`src/rtl/memory_game_ctrl_if.sv`:
```
// Bus between the memory game controller and its random source, keypad decoder and display.
// key_valid/key_clear/start are one-cycle strobes with no backpressure; rand_req is a one-cycle notification.
interface memory_game_ctrl_if #(
    parameter int DIGITS  = 4,
    parameter int SCORE_W = 10
);
    logic                  start;
    logic [4*DIGITS-1:0]   rand_val;
    logic                  key_valid;
    logic [3:0]            key_digit;
    logic                  key_clear;
    logic                  rand_req;
    logic [4*DIGITS-1:0]   secret;
    logic [4*DIGITS-1:0]   entry;
    logic [3:0]            entry_cnt;
    logic [2:0]            phase;
    logic                  correct;
    logic [3:0]            level;
    logic [2:0]            lives;
    logic [SCORE_W-1:0]    score;
    logic                  game_over;

    modport master (
        output start, rand_val, key_valid, key_digit, key_clear,
        input  rand_req, secret, entry, entry_cnt, phase, correct,
               level, lives, score, game_over
    );

    modport slave (
        input  start, rand_val, key_valid, key_digit, key_clear,
        output rand_req, secret, entry, entry_cnt, phase, correct,
               level, lives, score, game_over
    );
endinterface

```
`src/rtl/memory_game_ctrl.sv`:
```
// Multi-round memory game controller: capture secret, show it, collect keypad entry,
// judge it and track level, lives and score. The FSM state is exported directly as phase.
module memory_game_ctrl #(
    parameter int DIGITS        = 4,
    parameter int MAX_LEVEL     = 9,
    parameter int LIVES         = 3,
    parameter int SHOW_CYCLES   = 200000000,
    parameter int SHOW_STEP     = 20000000,
    parameter int MIN_SHOW      = 40000000,
    parameter int RESULT_CYCLES = 100000000,
    parameter int SCORE_W       = 10
) (
    input logic clk,
    input logic rst,
    memory_game_ctrl_if.slave bus
);
    localparam int EW      = 4 * DIGITS;
    localparam int MAX_A   = (SHOW_CYCLES > MIN_SHOW) ? SHOW_CYCLES : MIN_SHOW;
    localparam int MAX_CYC = (MAX_A > RESULT_CYCLES) ? MAX_A : RESULT_CYCLES;
    localparam int TW      = $clog2(MAX_CYC + 1);

    typedef enum logic [2:0] {
        IDLE   = 3'd0,
        LOAD   = 3'd1,
        SHOW   = 3'd2,
        ENTRY  = 3'd3,
        CHECK  = 3'd4,
        RESULT = 3'd5,
        OVER   = 3'd6
    } phaseT;

    phaseT              stateQ, stateD;
    logic [EW-1:0]      secretQ, secretD;
    logic [EW-1:0]      entryQ, entryD;
    logic [3:0]         entryCntQ, entryCntD;
    logic               correctQ, correctD;
    logic [3:0]         levelQ, levelD;
    logic [2:0]         livesQ, livesD;
    logic [SCORE_W-1:0] scoreQ, scoreD;
    logic [TW-1:0]      timerQ, timerD;
    logic               randReqQ, randReqD;
    logic               gameOverQ, gameOverD;

    logic [63:0]        stepTotal;
    logic [TW-1:0]      showLen;
    logic [SCORE_W:0]   scoreSum;
    logic [3:0]         levelNext;

    // Window shrinks with level but never below MIN_SHOW; wide math avoids underflow.
    always_comb begin
        stepTotal = '0;
        showLen   = '0;
        if (levelQ != 4'd0) begin
            stepTotal = 64'(levelQ - 4'd1) * 64'(SHOW_STEP);
        end
        if (stepTotal + 64'(MIN_SHOW) >= 64'(SHOW_CYCLES)) begin
            showLen = TW'(MIN_SHOW);
        end else begin
            showLen = TW'(64'(SHOW_CYCLES) - stepTotal);
        end
    end

    always_comb begin
        scoreSum  = {1'b0, scoreQ} + (SCORE_W + 1)'(levelQ);
        levelNext = (levelQ >= 4'(MAX_LEVEL)) ? 4'(MAX_LEVEL) : levelQ + 4'd1;
    end

    always_comb begin
        stateD    = stateQ;
        secretD   = secretQ;
        entryD    = entryQ;
        entryCntD = entryCntQ;
        correctD  = correctQ;
        levelD    = levelQ;
        livesD    = livesQ;
        scoreD    = scoreQ;
        timerD    = timerQ;

        case (stateQ)
            IDLE, OVER: begin
                if (bus.start) begin
                    stateD = LOAD;
                    levelD = 4'd1;
                    livesD = 3'(LIVES);
                    scoreD = '0;
                end
            end
            LOAD: begin
                secretD   = bus.rand_val;
                entryD    = '0;
                entryCntD = '0;
                timerD    = showLen;
                stateD    = SHOW;
            end
            SHOW: begin
                if (timerQ <= TW'(1)) begin
                    stateD = ENTRY;
                end else begin
                    timerD = timerQ - TW'(1);
                end
            end
            ENTRY: begin
                // A full entry locks out the keypad until the check.
                if (entryCntQ == 4'(DIGITS)) begin
                    stateD = CHECK;
                end else if (bus.key_clear) begin
                    entryD    = '0;
                    entryCntD = '0;
                end else if (bus.key_valid) begin
                    entryD    = EW'({entryQ, bus.key_digit});
                    entryCntD = entryCntQ + 4'd1;
                end
            end
            CHECK: begin
                correctD = (entryQ == secretQ);
                timerD   = TW'(RESULT_CYCLES);
                stateD   = RESULT;
            end
            RESULT: begin
                if (timerQ <= TW'(1)) begin
                    if (correctQ) begin
                        scoreD = scoreSum[SCORE_W] ? '1 : scoreSum[SCORE_W-1:0];
                        levelD = levelNext;
                        stateD = LOAD;
                    end else if (livesQ > 3'd1) begin
                        livesD = livesQ - 3'd1;
                        stateD = LOAD;
                    end else begin
                        livesD = '0;
                        stateD = OVER;
                    end
                end else begin
                    timerD = timerQ - TW'(1);
                end
            end
            default: stateD = IDLE;
        endcase

        randReqD  = (stateD == LOAD);
        gameOverD = (stateD == OVER);
    end

    always_ff @(posedge clk) begin
        if (!rst) begin
            stateQ    <= IDLE;
            secretQ   <= '0;
            entryQ    <= '0;
            entryCntQ <= '0;
            correctQ  <= 1'b0;
            levelQ    <= '0;
            livesQ    <= '0;
            scoreQ    <= '0;
            timerQ    <= '0;
            randReqQ  <= 1'b0;
            gameOverQ <= 1'b0;
        end else begin
            stateQ    <= stateD;
            secretQ   <= secretD;
            entryQ    <= entryD;
            entryCntQ <= entryCntD;
            correctQ  <= correctD;
            levelQ    <= levelD;
            livesQ    <= livesD;
            scoreQ    <= scoreD;
            timerQ    <= timerD;
            randReqQ  <= randReqD;
            gameOverQ <= gameOverD;
        end
    end

    assign bus.phase     = stateQ;
    assign bus.secret    = secretQ;
    assign bus.entry     = entryQ;
    assign bus.entry_cnt = entryCntQ;
    assign bus.correct   = correctQ;
    assign bus.level     = levelQ;
    assign bus.lives     = livesQ;
    assign bus.score     = scoreQ;
    assign bus.rand_req  = randReqQ;
    assign bus.game_over = gameOverQ;
endmodule
```
`src/flat_wrapper.sv`:
```
// flat-port wrapper written by rule: the top's interface ports become plain ports
module memory_game_ctrl_flat 
#(
    parameter int DIGITS        = 4,
    parameter int MAX_LEVEL     = 9,
    parameter int LIVES         = 3,
    parameter int SHOW_CYCLES   = 200000000,
    parameter int SHOW_STEP     = 20000000,
    parameter int MIN_SHOW      = 40000000,
    parameter int RESULT_CYCLES = 100000000,
    parameter int SCORE_W       = 10
)
  (clk, rst, bus_start, bus_rand_val, bus_key_valid, bus_key_digit, bus_key_clear, bus_rand_req, bus_secret, bus_entry, bus_entry_cnt, bus_phase, bus_correct, bus_level, bus_lives, bus_score, bus_game_over);
  memory_game_ctrl_if #(.DIGITS(DIGITS), .SCORE_W(SCORE_W)) bus_i ();
  input logic clk;
  input logic rst;
  input wire logic [$bits(bus_i.start)-1:0] bus_start;
  input wire logic [$bits(bus_i.rand_val)-1:0] bus_rand_val;
  input wire logic [$bits(bus_i.key_valid)-1:0] bus_key_valid;
  input wire logic [$bits(bus_i.key_digit)-1:0] bus_key_digit;
  input wire logic [$bits(bus_i.key_clear)-1:0] bus_key_clear;
  output wire logic [$bits(bus_i.rand_req)-1:0] bus_rand_req;
  output wire logic [$bits(bus_i.secret)-1:0] bus_secret;
  output wire logic [$bits(bus_i.entry)-1:0] bus_entry;
  output wire logic [$bits(bus_i.entry_cnt)-1:0] bus_entry_cnt;
  output wire logic [$bits(bus_i.phase)-1:0] bus_phase;
  output wire logic [$bits(bus_i.correct)-1:0] bus_correct;
  output wire logic [$bits(bus_i.level)-1:0] bus_level;
  output wire logic [$bits(bus_i.lives)-1:0] bus_lives;
  output wire logic [$bits(bus_i.score)-1:0] bus_score;
  output wire logic [$bits(bus_i.game_over)-1:0] bus_game_over;
  assign bus_i.start = bus_start;
  assign bus_i.rand_val = bus_rand_val;
  assign bus_i.key_valid = bus_key_valid;
  assign bus_i.key_digit = bus_key_digit;
  assign bus_i.key_clear = bus_key_clear;
  assign bus_rand_req = bus_i.rand_req;
  assign bus_secret = bus_i.secret;
  assign bus_entry = bus_i.entry;
  assign bus_entry_cnt = bus_i.entry_cnt;
  assign bus_phase = bus_i.phase;
  assign bus_correct = bus_i.correct;
  assign bus_level = bus_i.level;
  assign bus_lives = bus_i.lives;
  assign bus_score = bus_i.score;
  assign bus_game_over = bus_i.game_over;
  memory_game_ctrl #(.DIGITS(DIGITS), .MAX_LEVEL(MAX_LEVEL), .LIVES(LIVES), .SHOW_CYCLES(SHOW_CYCLES), .SHOW_STEP(SHOW_STEP), .MIN_SHOW(MIN_SHOW), .RESULT_CYCLES(RESULT_CYCLES), .SCORE_W(SCORE_W)) u_core (.clk(clk), .rst(rst), .bus(bus_i));
endmodule
```
`config.mk`:
```
export PLATFORM = sky130hd
export DESIGN_NAME = memory_game_ctrl_flat
export DESIGN_NICKNAME = d
export VERILOG_FILES = /design/src/rtl/memory_game_ctrl_if.sv /design/src/rtl/memory_game_ctrl.sv /design/src/flat_wrapper.sv
export SDC_FILE = /design/constraint.sdc
export NUM_CORES = 1
export LEC_CHECK = 0
export CAP_MARGIN = 10
export CORE_UTILIZATION = 51
export DETAILED_ROUTE_END_ITERATION = 6
export PLACE_DENSITY = 0.73
export SYNTH_ARGS = -nofsm -noshare
export SYNTH_HDL_FRONTEND = slang
export SYNTH_SLANG_ARGS = --single-unit
export TNS_END_PERCENT = 1
```
`constraint.sdc`:
```
create_clock -name clk -period 15.04 [get_ports clk]
set_clock_uncertainty 0.05 [all_clocks]
set_input_delay 2.256 -clock clk [delete_from_list [all_inputs] [get_ports clk]]
set_output_delay 2.256 -clock clk [all_outputs]
set_load 0.05 [all_outputs]
```
==> flow_metrics.env <==
export IMPL_status="finished clean"
export IMPL_leakage_uw=0.00397
export IMPL_path_max_fanout=47
export IMPL_synthCells=1038
export IMPL_met1_usage=0.400
export IMPL_synth_area_sq_mm=0.00815
export IMPL_fmax_mhz=129
export IMPL_worst_path_most_repeated_cell="inv_1"
export IMPL_synth_ff_type="dfxtp_1"
export IMPL_overflow=0
export IMPL_syn_area_per_cell_sq_um=7.85
export IMPL_ys_seq_elements=87
export IMPL_gp_congestion=0.945
export IMPL_insertion_delay_ns=0.35
export IMPL_worstPathArrival_ns=7.95
export IMPL_drv_cap=0
export IMPL_slowest_delay_ns=0.54
export IMPL_min_period_ns=7.76
export IMPL_startpoint_type="register"
export IMPL_core_sq_mm=0.0154
export IMPL_drv_slew=0
export IMPL_final_area_sq_mm=0.00940
export IMPL_viasPerCell=5.87
export IMPL_async_flop_share=0
export IMPL_synth_edf_count=0
export IMPL_yosysWarningCount=0
export IMPL_wl_per_cell_um=16.6
export IMPL_holdBufCountCts=0
export IMPL_routed_wl_um=21700
export IMPL_start_util=0.530
export IMPL_diodes=0
export IMPL_finalHoldViolations=0
export IMPL_critPathKind="register to register"
export IMPL_utilization=0.611
export IMPL_clock_sinks=87
export IMPL_crit_path_end_kind="register"
export IMPL_die_w_um=128
export IMPL_clk_path_buf_depth=2
export IMPL_num_io_pins=84
export IMPL_clk_pin_slew_ns=0.07
export IMPL_grt_max_degree=75
export IMPL_power_total_uw=2050
export IMPL_dp_hpwl_um=16200
export IMPL_grt_pass1_wl_um=36100
export IMPL_grt_use_met3=0.0333
export IMPL_netlist_cell_type_count=82
export IMPL_period_share=0.516
export IMPL_cts_setup_buffers=0
export IMPL_synth_top_area_cell="dfxtp_1"
export IMPL_placed_area_sq_mm=0.00909
export IMPL_post_cts_resized=0
export IMPL_finalSetupViolations=0
export IMPL_root_buffer="clkbuf_16"
export IMPL_dieHeight_um=128
export IMPL_syn_nets=1170
export IMPL_drtIter0Drc=587
export IMPL_critPathRequiredTime_ns=15.23
export IMPL_area_growth_pct=15.3
export IMPL_grt_pass1_vias=6974
export IMPL_dr_total_vias=7660
export IMPL_grtUsageTotal=0.272
export IMPL_grt_busiest_layer="met2"
export IMPL_n_fill_cell=1375
export IMPL_p_per_area_mw_per_mm2=218
export IMPL_htreeDepth=3
export IMPL_postRouteAntennaNets=0
export IMPL_relSlewSlack=0.251
export IMPL_layout_nets=1222
export IMPL_drt_pass1_iterations=5
export IMPL_drc=0
export IMPL_cp_top_family="adder cells"
export IMPL_numCtsBuffers=9
export IMPL_port_buffers=83
export IMPL_irDropWorstVdd_uv=209
export IMPL_setup_tns_ns=0
export IMPL_antenna_found_initial=0
export IMPL_row_count=45
export IMPL_crit_buf_inv=6
export IMPL_ys_seq_area_frac=0.214
export IMPL_rsz0062_at_grt="false"
export IMPL_worst_path_max_delay_cell="fa_1"
export IMPL_cts_tree="yes"
export IMPL_hp_class="register to register"
export IMPL_die_area_sq_mm=0.0165
export IMPL_drive_gt1_frac=0.0475
export IMPL_tightest_slew_ns=1.12
export IMPL_grtUsageMet2=0.418
export IMPL_synth_top_area_frac=0.214
export IMPL_synthTopCellsByArea="dfxtp_1, ha_1, fa_1"
## synth_stat cells (all sizes together) (4+ instances only)
cell type,count
nand2,106
ha,85
nor4,11
mux2i,9
or3,9
o22ai,5
a211oi,5
or4,5
o21bai,4
nor2b,29
and3,6
o21ai,72
or2,6
clkbuf,35
o211a,5
dfxtp,87
a21oi,63
nor2,72
buf,14
nor3b,5
o311ai,4
and4,4
nor3,32
o211ai,8
nand3,21
a22oi,20
xnor2,36
a311oi,4
a21boi,19
and2,8
a31o,4
nand2b,9
fa,22
a21o,7
o31ai,4
xor2,45
o21a,8
nand4,22
a31oi,11
inv,78
## through the flow
stage          hold WS, ns  setup slack [ns]  instances
3_3_place_gp         0.440              7.61       1290
6_report             0.452              7.28       1306
3_5_place_dp         0.446              7.40       1290
2_1_floorplan        0.426              6.52       1038
4_1_cts              0.456              7.33       1306
5_1_grt              0.473              6.74       1306
## report_power, final
group / internal (uW) / switching [uW] / total [uW]
Combinational: 588 / 951 / 1540
Sequential: 253 / 25.9 / 279
Clock: 131 / 99.5 / 231
## sequential cells by signal, indices dropped and copies added (netlist names)
register	flops
u_core.bus.correct	1
u_core.timerQ	28
u_core.bus.entry_cnt	4
u_core.bus.phase	3
u_core.bus.score	10
u_core.bus.rand_req	1
u_core.bus.lives	3
u_core.bus.secret	16
u_core.bus.entry	16
u_core.bus.level	4
u_core.bus.game_over	1
## metal layers
layer  vias up  wire length (um)
met1      3600             10700
met5         -                 0
met2       246              9610
met3        32              1090
met4         0               351
li1       3782                 -
## placed cells by master (no fill, tap or decap), drive strengths merged, types with 8 or more instances in the layout
| cell type | instances |
|---|---|
| ha | 85 |
| xnor2 | 36 |
| mux2i | 9 |
| o21ai | 72 |
| nor3 | 32 |
| o211ai | 8 |
| nand2 | 106 |
| clkdlybuf4s50 | 82 |
| a21boi | 19 |
| dfxtp | 87 |
| o21a | 8 |
| and2 | 8 |
| xor2 | 45 |
| fa | 22 |
| a21oi | 63 |
| clkbuf | 9 |
| nor2 | 72 |
| nor2b | 29 |
| nand3 | 21 |
| nor4 | 11 |
| nand2b | 9 |
| a22oi | 20 |
| inv | 81 |
| or3 | 9 |
| nand4 | 22 |
| a31oi | 11 |
| buf | 8 |
## worst paths after layout
path	slack [ns]	cells after the start	to	startpoint
setup / recovery	7.28	28	u_core.timerQ[21]	u_core.bus.level[0]
hold / removal	0.45	2	u_core.bus.secret[12]	u_core.bus.secret[12]
setup reg to reg	7.28	28	u_core.timerQ[21]	u_core.bus.level[0]
hold reg to reg	0.45	2	u_core.bus.secret[12]	u_core.bus.secret[12]
## cell families after synthesis
| logic type | after synthesis | synth area share |
|---|---|---|
| simple gates | 356 | 0.221 |
| compound gates | 269 | 0.217 |
| fa+ha+maj | 107 | 0.185 |
| buf+inv | 127 | 0.0608 |
| xor+xnor | 81 | 0.0871 |
| flops | 87 | 0.214 |
| mux | 11 | 0.0147 |
## area by class of cell
cell class / instances / area (sq um) / area share
Multi-Input combinational cell: 824 / 5910 / 0.630
Clock inverter: 7 / 78.8 / 0.00839
Timing Repair Buffer: 90 / 878 / 0.0935
Clock buffer: 9 / 225 / 0.0240
Tap cell: 211 / 264 / 0.0281
Sequential cell: 87 / 1740 / 0.185
Inverter: 78 / 293 / 0.0312
## worst reg2reg max path: cells and delay by family, from the launching register on
family | cells | cell delay, ns
fa+ha+maj | 8 | 3.32
mux | 1 | 0.14
compound gates | 6 | 1.16
simple gates | 7 | 1.44
buf+inv | 6 | 1.07
flops | 1 | 0.46
Note: power is estimated with default switching activity, not from simulation.
